File: src/rtl/lcd_spi_receiver_pkg.sv
// Shared widths and types for the LCD SPI receive path.
package lcd_spi_receiver_pkg;

  localparam int ENTRY_W       = 9;
  localparam int DC_BIT        = 8;
  localparam int BYTE_W        = 8;
  localparam int BITS_PER_BYTE = 8;
  localparam int BIT_CNT_W     = $clog2(BITS_PER_BYTE);

  typedef enum logic [0:0] {
    ST_IDLE  = 1'b0,
    ST_SHIFT = 1'b1
  } rx_state_e;

  function automatic logic [ENTRY_W-1:0] make_entry(input logic dc, input logic [BYTE_W-1:0] b);
    logic [ENTRY_W-1:0] e;
    e = {ENTRY_W{1'b0}};
    e[DC_BIT] = dc;
    e[BYTE_W-1:0] = b;
    return e;
  endfunction

endpackage

File: src/rtl/lcd_spi_rx_fifo.sv
// Synchronous show-ahead FIFO; head word reads as zero while empty.
// A push into a full FIFO is accepted only when a pop happens in the same cycle.
module lcd_spi_rx_fifo #(
  parameter int DEPTH = 8,
  parameter int WIDTH = 9,
  parameter int CNT_W = 4
) (
  input  logic             clk,
  input  logic             rst_n,
  input  logic             push,
  input  logic [WIDTH-1:0] wr_data,
  input  logic             pop,
  output logic [WIDTH-1:0] rd_data,
  output logic             full,
  output logic             empty,
  output logic [CNT_W-1:0] count
);

  localparam int AW = $clog2(DEPTH);

  logic [WIDTH-1:0] mem_q [DEPTH];
  logic [AW:0]      wr_ptr_q, wr_ptr_d;
  logic [AW:0]      rd_ptr_q, rd_ptr_d;
  logic             do_push_s;
  logic             do_pop_s;

  assign empty     = (wr_ptr_q == rd_ptr_q);
  assign full      = (wr_ptr_q[AW] != rd_ptr_q[AW]) && (wr_ptr_q[AW-1:0] == rd_ptr_q[AW-1:0]);
  assign count     = CNT_W'(wr_ptr_q - rd_ptr_q);
  assign do_pop_s  = pop & ~empty;
  assign do_push_s = push & (~full | do_pop_s);
  assign rd_data   = empty ? {WIDTH{1'b0}} : mem_q[rd_ptr_q[AW-1:0]];

  // Pointer next-state
  always_comb begin
    wr_ptr_d = wr_ptr_q;
    rd_ptr_d = rd_ptr_q;
    if (do_push_s) begin
      wr_ptr_d = wr_ptr_q + {{AW{1'b0}}, 1'b1};
    end else begin
      wr_ptr_d = wr_ptr_q;
    end
    if (do_pop_s) begin
      rd_ptr_d = rd_ptr_q + {{AW{1'b0}}, 1'b1};
    end else begin
      rd_ptr_d = rd_ptr_q;
    end
  end

  // Pointer registers
  always_ff @(posedge clk or negedge rst_n) begin
    if (!rst_n) begin
      wr_ptr_q <= {(AW+1){1'b0}};
      rd_ptr_q <= {(AW+1){1'b0}};
    end else begin
      wr_ptr_q <= wr_ptr_d;
      rd_ptr_q <= rd_ptr_d;
    end
  end

  // Storage write
  always_ff @(posedge clk) begin
    if (do_push_s) begin
      mem_q[wr_ptr_q[AW-1:0]] <= wr_data;
    end
  end

endmodule

File: src/rtl/lcd_spi_receiver.sv
// Oversampling SPI mode-0 receiver for the Hack TFT write stream, buffering {DC, byte}.
// Optional FRAME_ERR output is enabled by defining LCD_SPI_RX_FRAMEERR_EN.
module lcd_spi_receiver
  import lcd_spi_receiver_pkg::*;
#(
  parameter int FIFO_DEPTH = 8,
  parameter int CNT_W      = 4
) (
  input  logic               CLK_100MHz,
  input  logic               RESET_N,
  input  logic               SPI_CS,
  input  logic               SPI_SCK,
  input  logic               SPI_SDI,
  input  logic               SPI_DC,
  input  logic               RD,
  input  logic               CLR_ERR,
  output logic [ENTRY_W-1:0] DATA,
  output logic               VALID,
  output logic [CNT_W-1:0]   COUNT,
`ifdef LCD_SPI_RX_FRAMEERR_EN
  output logic               FRAME_ERR,
`endif
  output logic               OVERFLOW
);

  // Synchronizer lanes: [3]=CS, [2]=SCK, [1]=SDI, [0]=DC
  logic [3:0]           sync1_q, sync2_q;
  logic                 sck_prev_q;
  logic                 cs_s, sck_s, sdi_s, dc_s, sck_rise_s;

  rx_state_e            state_q, state_d;
  logic [BIT_CNT_W-1:0] bit_cnt_q, bit_cnt_d;
  logic [BYTE_W-2:0]    sr_q, sr_d;
  logic                 push_q, push_d;
  logic [ENTRY_W-1:0]   push_data_q, push_data_d;
  logic                 ovf_q, ovf_d;
  logic                 fifo_full_s, fifo_empty_s, pop_s, ovf_set_s;

  assign cs_s       = sync2_q[3];
  assign sck_s      = sync2_q[2];
  assign sdi_s      = sync2_q[1];
  assign dc_s       = sync2_q[0];
  assign sck_rise_s = sck_s & ~sck_prev_q;

  // Pin synchronizers and SCK edge history
  always_ff @(posedge CLK_100MHz or negedge RESET_N) begin
    if (!RESET_N) begin
      sync1_q    <= 4'b0000;
      sync2_q    <= 4'b0000;
      sck_prev_q <= 1'b0;
    end else begin
      sync1_q    <= {SPI_CS, SPI_SCK, SPI_SDI, SPI_DC};
      sync2_q    <= sync1_q;
      sck_prev_q <= sck_s;
    end
  end

  // Frame FSM: a CS rise always abandons any partial byte
  always_comb begin
    state_d     = state_q;
    bit_cnt_d   = bit_cnt_q;
    sr_d        = sr_q;
    push_d      = 1'b0;
    push_data_d = push_data_q;
    case (state_q)
      ST_IDLE: begin
        bit_cnt_d = {BIT_CNT_W{1'b0}};
        if (!cs_s) begin
          state_d = ST_SHIFT;
        end else begin
          state_d = ST_IDLE;
        end
      end
      ST_SHIFT: begin
        if (cs_s) begin
          state_d   = ST_IDLE;
          bit_cnt_d = {BIT_CNT_W{1'b0}};
        end else if (sck_rise_s) begin
          sr_d      = {sr_q[BYTE_W-3:0], sdi_s};
          bit_cnt_d = bit_cnt_q + {{(BIT_CNT_W-1){1'b0}}, 1'b1};
          if (bit_cnt_q == BIT_CNT_W'(BITS_PER_BYTE - 1)) begin
            push_d      = 1'b1;
            push_data_d = make_entry(dc_s, {sr_q, sdi_s});
          end else begin
            push_d = 1'b0;
          end
        end else begin
          state_d = ST_SHIFT;
        end
      end
      default: begin
        state_d   = ST_IDLE;
        bit_cnt_d = {BIT_CNT_W{1'b0}};
      end
    endcase
  end

  assign pop_s     = RD & ~fifo_empty_s;
  assign ovf_set_s = push_q & fifo_full_s & ~pop_s;

  // Sticky overflow, set beats clear
  always_comb begin
    if (ovf_set_s) begin
      ovf_d = 1'b1;
    end else if (CLR_ERR) begin
      ovf_d = 1'b0;
    end else begin
      ovf_d = ovf_q;
    end
  end

  // Receive state registers
  always_ff @(posedge CLK_100MHz or negedge RESET_N) begin
    if (!RESET_N) begin
      state_q     <= ST_IDLE;
      bit_cnt_q   <= {BIT_CNT_W{1'b0}};
      sr_q        <= {(BYTE_W-1){1'b0}};
      push_q      <= 1'b0;
      push_data_q <= {ENTRY_W{1'b0}};
      ovf_q       <= 1'b0;
    end else begin
      state_q     <= state_d;
      bit_cnt_q   <= bit_cnt_d;
      sr_q        <= sr_d;
      push_q      <= push_d;
      push_data_q <= push_data_d;
      ovf_q       <= ovf_d;
    end
  end

`ifdef LCD_SPI_RX_FRAMEERR_EN
  logic frame_set_s;
  logic frame_err_q, frame_err_d;

  assign frame_set_s = (state_q == ST_SHIFT) & cs_s & (bit_cnt_q != {BIT_CNT_W{1'b0}});

  // Sticky framing error, set beats clear
  always_comb begin
    if (frame_set_s) begin
      frame_err_d = 1'b1;
    end else if (CLR_ERR) begin
      frame_err_d = 1'b0;
    end else begin
      frame_err_d = frame_err_q;
    end
  end

  // Framing error register
  always_ff @(posedge CLK_100MHz or negedge RESET_N) begin
    if (!RESET_N) begin
      frame_err_q <= 1'b0;
    end else begin
      frame_err_q <= frame_err_d;
    end
  end

  assign FRAME_ERR = frame_err_q;
`endif

  lcd_spi_rx_fifo #(
    .DEPTH (FIFO_DEPTH),
    .WIDTH (ENTRY_W),
    .CNT_W (CNT_W)
  ) u_fifo (
    .clk     (CLK_100MHz),
    .rst_n   (RESET_N),
    .push    (push_q),
    .wr_data (push_data_q),
    .pop     (RD),
    .rd_data (DATA),
    .full    (fifo_full_s),
    .empty   (fifo_empty_s),
    .count   (COUNT)
  );

  assign VALID    = ~fifo_empty_s;
  assign OVERFLOW = ovf_q;

endmodule

File: config.mk
export PLATFORM = sky130hd
export DESIGN_NAME = lcd_spi_receiver
export DESIGN_NICKNAME = d
export VERILOG_FILES = /design/src/rtl/lcd_spi_receiver_pkg.sv /design/src/rtl/lcd_spi_rx_fifo.sv /design/src/rtl/lcd_spi_receiver.sv
export SDC_FILE = /design/constraint.sdc
export NUM_CORES = 1
export LEC_CHECK = 0
export ABC_AREA = 0
export CAP_MARGIN = 5
export CELL_PAD_IN_SITES_DETAIL_PLACEMENT = 0
export CELL_PAD_IN_SITES_GLOBAL_PLACEMENT = 1
export CORE_ASPECT_RATIO = 1.5
export CORE_MARGIN = 1.5
export CORE_UTILIZATION = 54
export DETAILED_ROUTE_END_ITERATION = 16
export PLACE_DENSITY = 0.8
export SYNTH_ARGS = -nofsm -noshare
export SYNTH_HDL_FRONTEND = slang
export SYNTH_SLANG_ARGS = --single-unit
File: constraint.sdc
create_clock -name CLK_100MHz -period 5.5 [get_ports CLK_100MHz]
set_input_delay 1.375 -clock CLK_100MHz [delete_from_list [all_inputs] [get_ports CLK_100MHz]]
set_output_delay 1.375 -clock CLK_100MHz [all_outputs]
set_load 0.01 [all_outputs]
==> key figures <==
Routing
  • Pre-antenna DRT Iters: 4
  • Number of nets still failing antenna checks after routing: 0
  • DRT iter0 DRCs: 109
  • Highest signal layer in the routed design: met4
  • Met1 wire length: between 2000 and 3000 um
  • DRC viols: 0
  • Average routed wire per standard cell: between 15 and 20 um
  • Via count: ~2200
  • Vias per Instance: 5.45
  • Met3 wire len: 188 um
  • DR WL met2: ~3500 um
  • Sum of routed wire length over all layers: around 6800 um

Clocking
  • Resized cells post-CTS: 0
  • CTS Buf Count: 9
  • Clock-pin transition on the worst setup and hold timing paths: 0.06 ns
  • CTS max path bufs: 2
  • Hold buffers post-CTS: 0
  • Clock tree from TritonCTS: done
  • Insertion delay to the later sink of the worst-skew pair: between 0.3 and 0.4 ns
  • CTS Root Buffer Type: sky130_fd_sc_hd__clkbuf_16
  • Post-CTS Setup Bufs: 0
  • Clock sink total: approximately 110
  • Htree depth: 3

Floorplanning
  • Starting Density: 55.6%
  • Width of the chip: between 70 and 80 um
  • Floorplan Core Area: roughly 8000 um^2
  • I/O pin cnt: 23
  • Die H: approximately 110 um
  • Total number of placement rows: 40
  • Area of the die: 8750 um^2

Worst hold path
  • Hold Path Origin: sync1_q[0]
  • Type of the tightest min-delay check: reg2reg

Timing
  • Clock Skew: 0.00627 ns
  • Maximum clock frequency: 242 MHz
  • RSZ-0062 raised after global routing: no
  • Fin crit period: between 4 and 5 ns
  • Number of max-slew violations in the final report: 0
  • Slew at the pin with the worst max-slew slack: roughly 0.95 ns
  • Setup violation total in the final timing report: 0
  • Final total negative setup slack: 0 ns
  • Max_slew headroom: 36.7%
  • Count of endpoints failing hold in the final timing report: 0
  • Ratio of final minimum period to clock period: 75.2%

Yosys
  • Yosys reg bits: ~110
  • Synthesized area per cell: between 15 and 20 um^2
  • Count of yosys warnings during synthesis: 0
  • Share of the synthesized area in the top cell type: roughly 49%
  • Synth cell types: 38
  • Post-Synthesis Net Count: approximately 280
  • Most common library cells after synthesis: sky130_fd_sc_hd__edfxtp_1, sky130_fd_sc_hd__dfrtp_1, sky130_fd_sc_hd__mux2i_1, sky130_fd_sc_hd__nand2_1
  • Ys async rst share: 35.1%
  • Gate count of the mapped netlist: between 200 and 300
  • Top cells by area in the synthesized netlist: sky130_fd_sc_hd__edfxtp_1, sky130_fd_sc_hd__dfrtp_1, sky130_fd_sc_hd__mux2i_1, sky130_fd_sc_hd__mux2_1, sky130_fd_sc_hd__ha_1
  • Library cell with the highest instance count after synthesis: sky130_fd_sc_hd__edfxtp_1
  • Post-synth design cell area: between 4000 and 5000 um^2
  • Prevailing post-synth register cell: sky130_fd_sc_hd__edfxtp_1
  • Number of enable-type register cells in the synthesized netlist: 72
  • Fraction of the yosys area taken by sequential cells: between 70% and 80%
  • Leading area contributor after synthesis: sky130_fd_sc_hd__edfxtp_1

GRT
  • All-Layer GR Usage: ~18%
  • Initial antenna violation count: 0
  • Global route overflow: 0
  • Number of global-route vias before repair: 2273
  • Largest net degree at the start of global routing: 40
  • Wire length of the first global-routing pass: 11500 um

Worst setup path
  • Critical path class: reg2out
  • Worst setup SP type: register
  • Reg-to-reg critical path endpoint: u_fifo.mem_q[7][8]
  • Max FO, Critical Path: 22
  • Crit Reg-Reg Startpoint: u_fifo.rd_ptr_q[0]
  • Setup crit start: u_fifo.rd_ptr_q[0]
  • Reg-to-reg slack, setup: 3.01 ns
  • Endpoint of the most critical setup path: DATA[3]
  • Worst r2r path cells: 4
  • Endpoint arrival time on the critical path: around 2.8 ns
  • Crit path required time: between 4 and 5 ns
  • Critical Path Sink Type: output port

Power
  • Final Power: between 2000 and 2500 uW
  • Logic gate share of total power: 28.1%
  • Fraction of power spent switching nets: between 20% and 30%
  • Worst supply voltage drop on vdd: around 0.27 mV
  • Fraction of power consumed by the clock network: roughly 28%
  • Sequential power share: 44.0%
  • Internal Dissipation: roughly 1600 uW
  • Leakage power figure: approximately 0.0021 uW
  • Power per standard cell area: 439 nW/um^2
  • Psw: 620 uW

Finish
  • Net count reported at finish: about 310
  • Number of antenna diodes: 0
  • Number of fill cells: 577
  • Share of final-layout standard cells stronger than drive strength 1: around 13%
  • Layout area overhead: 14.6%
  • Area of all sequential standard cells: 3140 um^2
  • Multi-input logic area: about 1200 um^2

Placed design
  • Count of buffers from port buffering: 22
  • Half-perimeter wire length after placement: about 4600 um
  • Weighted congestion reported at the end of routability-driven placement: 0.744

Job
  • Count of maximum capacitance violations: 0

Outcome
  • Run status: complete, no violations
## metal layers
layer | up-vias | GRT usage (%)
li1 | 1059 | -
met1 | 1114 | 21.9
met2 | 36 | 29.6
met3 | 8 | 4.56
met4 | 0 | 7.41
met5 | - | 0
## state kept, by name, indices dropped and copies added, names as in the netlist
register,cells
u_fifo.rd_ptr_q,4
state_q,1
sr_q,7
push_data_q,9
sck_prev_q,1
u_fifo.wr_ptr_q,4
push_q,1
u_fifo.mem_q,72
OVERFLOW,1
bit_cnt_q,3
sync2_q,4
sync1_q,4
## power groups by stage
| stage | clock network [uW] | registers [uW] | logic (uW) |
|---|---|---|---|
| 2_1_floorplan | 0 | 957 | 425 |
| 3_3_place_gp | 0 | 996 | 630 |
| 3_5_place_dp | 0 | 999 | 634 |
| 4_1_cts | 631 | 981 | 635 |
| 5_1_grt | 663 | 989 | 686 |
| 6_report | 621 | 979 | 626 |
## cells by family after synthesis
| group | after synthesis | share of synthesized area [%] |
|---|---|---|
| AOI/OAI and AO/OA | 22 | 3.96 |
| buffers and inverters | 18 | 1.87 |
| and+or+nand+nor | 42 | 5.35 |
| xor gates and xnor gates | 10 | 2.15 |
| muxes | 56 | 13.3 |
| adders and majority gates | 8 | 2.43 |
| DFF | 111 | 71.0 |
## layout by cell type, fill, tap and decap left out, types with 2 or more instances in the layout
master / instances
sky130_fd_sc_hd__a221oi_1: 8
sky130_fd_sc_hd__a22oi_1: 10
sky130_fd_sc_hd__buf_4: 5
sky130_fd_sc_hd__clkbuf_1: 3
sky130_fd_sc_hd__clkbuf_16: 9
sky130_fd_sc_hd__clkdlybuf4s50_1: 21
sky130_fd_sc_hd__dfrtp_1: 38
sky130_fd_sc_hd__edfxtp_1: 72
sky130_fd_sc_hd__ha_1: 7
sky130_fd_sc_hd__inv_1: 10
sky130_fd_sc_hd__mux2_1: 10
sky130_fd_sc_hd__mux2_2: 7
sky130_fd_sc_hd__mux2i_1: 38
sky130_fd_sc_hd__nand2_1: 13
sky130_fd_sc_hd__nand2b_1: 2
sky130_fd_sc_hd__nand3_1: 3
sky130_fd_sc_hd__nor2_1: 8
sky130_fd_sc_hd__nor3_1: 2
sky130_fd_sc_hd__nor3_2: 2
sky130_fd_sc_hd__nor4_2: 2
sky130_fd_sc_hd__xnor2_1: 6
sky130_fd_sc_hd__xor2_1: 3
## stage by stage
stage / hold slack, ns / cell area (um^2) / util (%) / setup WS, ns / cells
after CTS: 0.350 / 5070 / 63.7 / 1.33 / 407
after global routing: 0.359 / 5070 / 63.7 / 1.17 / 407
after floorplan: 0.331 / 4420 / - / 2.63 / 267
after detailed placement: 0.335 / 4780 / 60.1 / 1.70 / 391
final: 0.349 / 5070 / 63.7 / 1.36 / 407
after global placement: 0.335 / 4780 / 60.1 / 1.73 / 391
## layout make-up
| cell class | count | area share [%] |
|---|---|---|
| Tap cell | 105 | 2.59 |
| Timing Repair Buffer | 27 | 4.99 |
| Multi-Input combinational cell | 138 | 24.1 |
| Inverter | 10 | 0.741 |
| Clock inverter | 4 | 0.938 |
| Clock buffer | 12 | 4.67 |
| Sequential cell | 111 | 61.9 |
## worst max-delay path: stages, from the launching register on
cell and delay (ns):
sky130_fd_sc_hd__dfrtp_2 0.71, sky130_fd_sc_hd__buf_4 0.45, sky130_fd_sc_hd__mux2i_1 0.13, sky130_fd_sc_hd__a22oi_1 0.19
sky130_fd_sc_hd__nand2_1 0.07, sky130_fd_sc_hd__a221oi_1 0.27, sky130_fd_sc_hd__clkdlybuf4s50_1 0.60
## worst min-delay path by stage
stage,to,depth (start not counted)
finish,sync2_q[0],0
floorplan,sync2_q[0],0
global placement,sync2_q[2],0
CTS,sync2_q[0],0
global route,sync2_q[2],0
detailed placement,sync2_q[0],0
No activity file was read; power rests on OpenSTA's default activity.
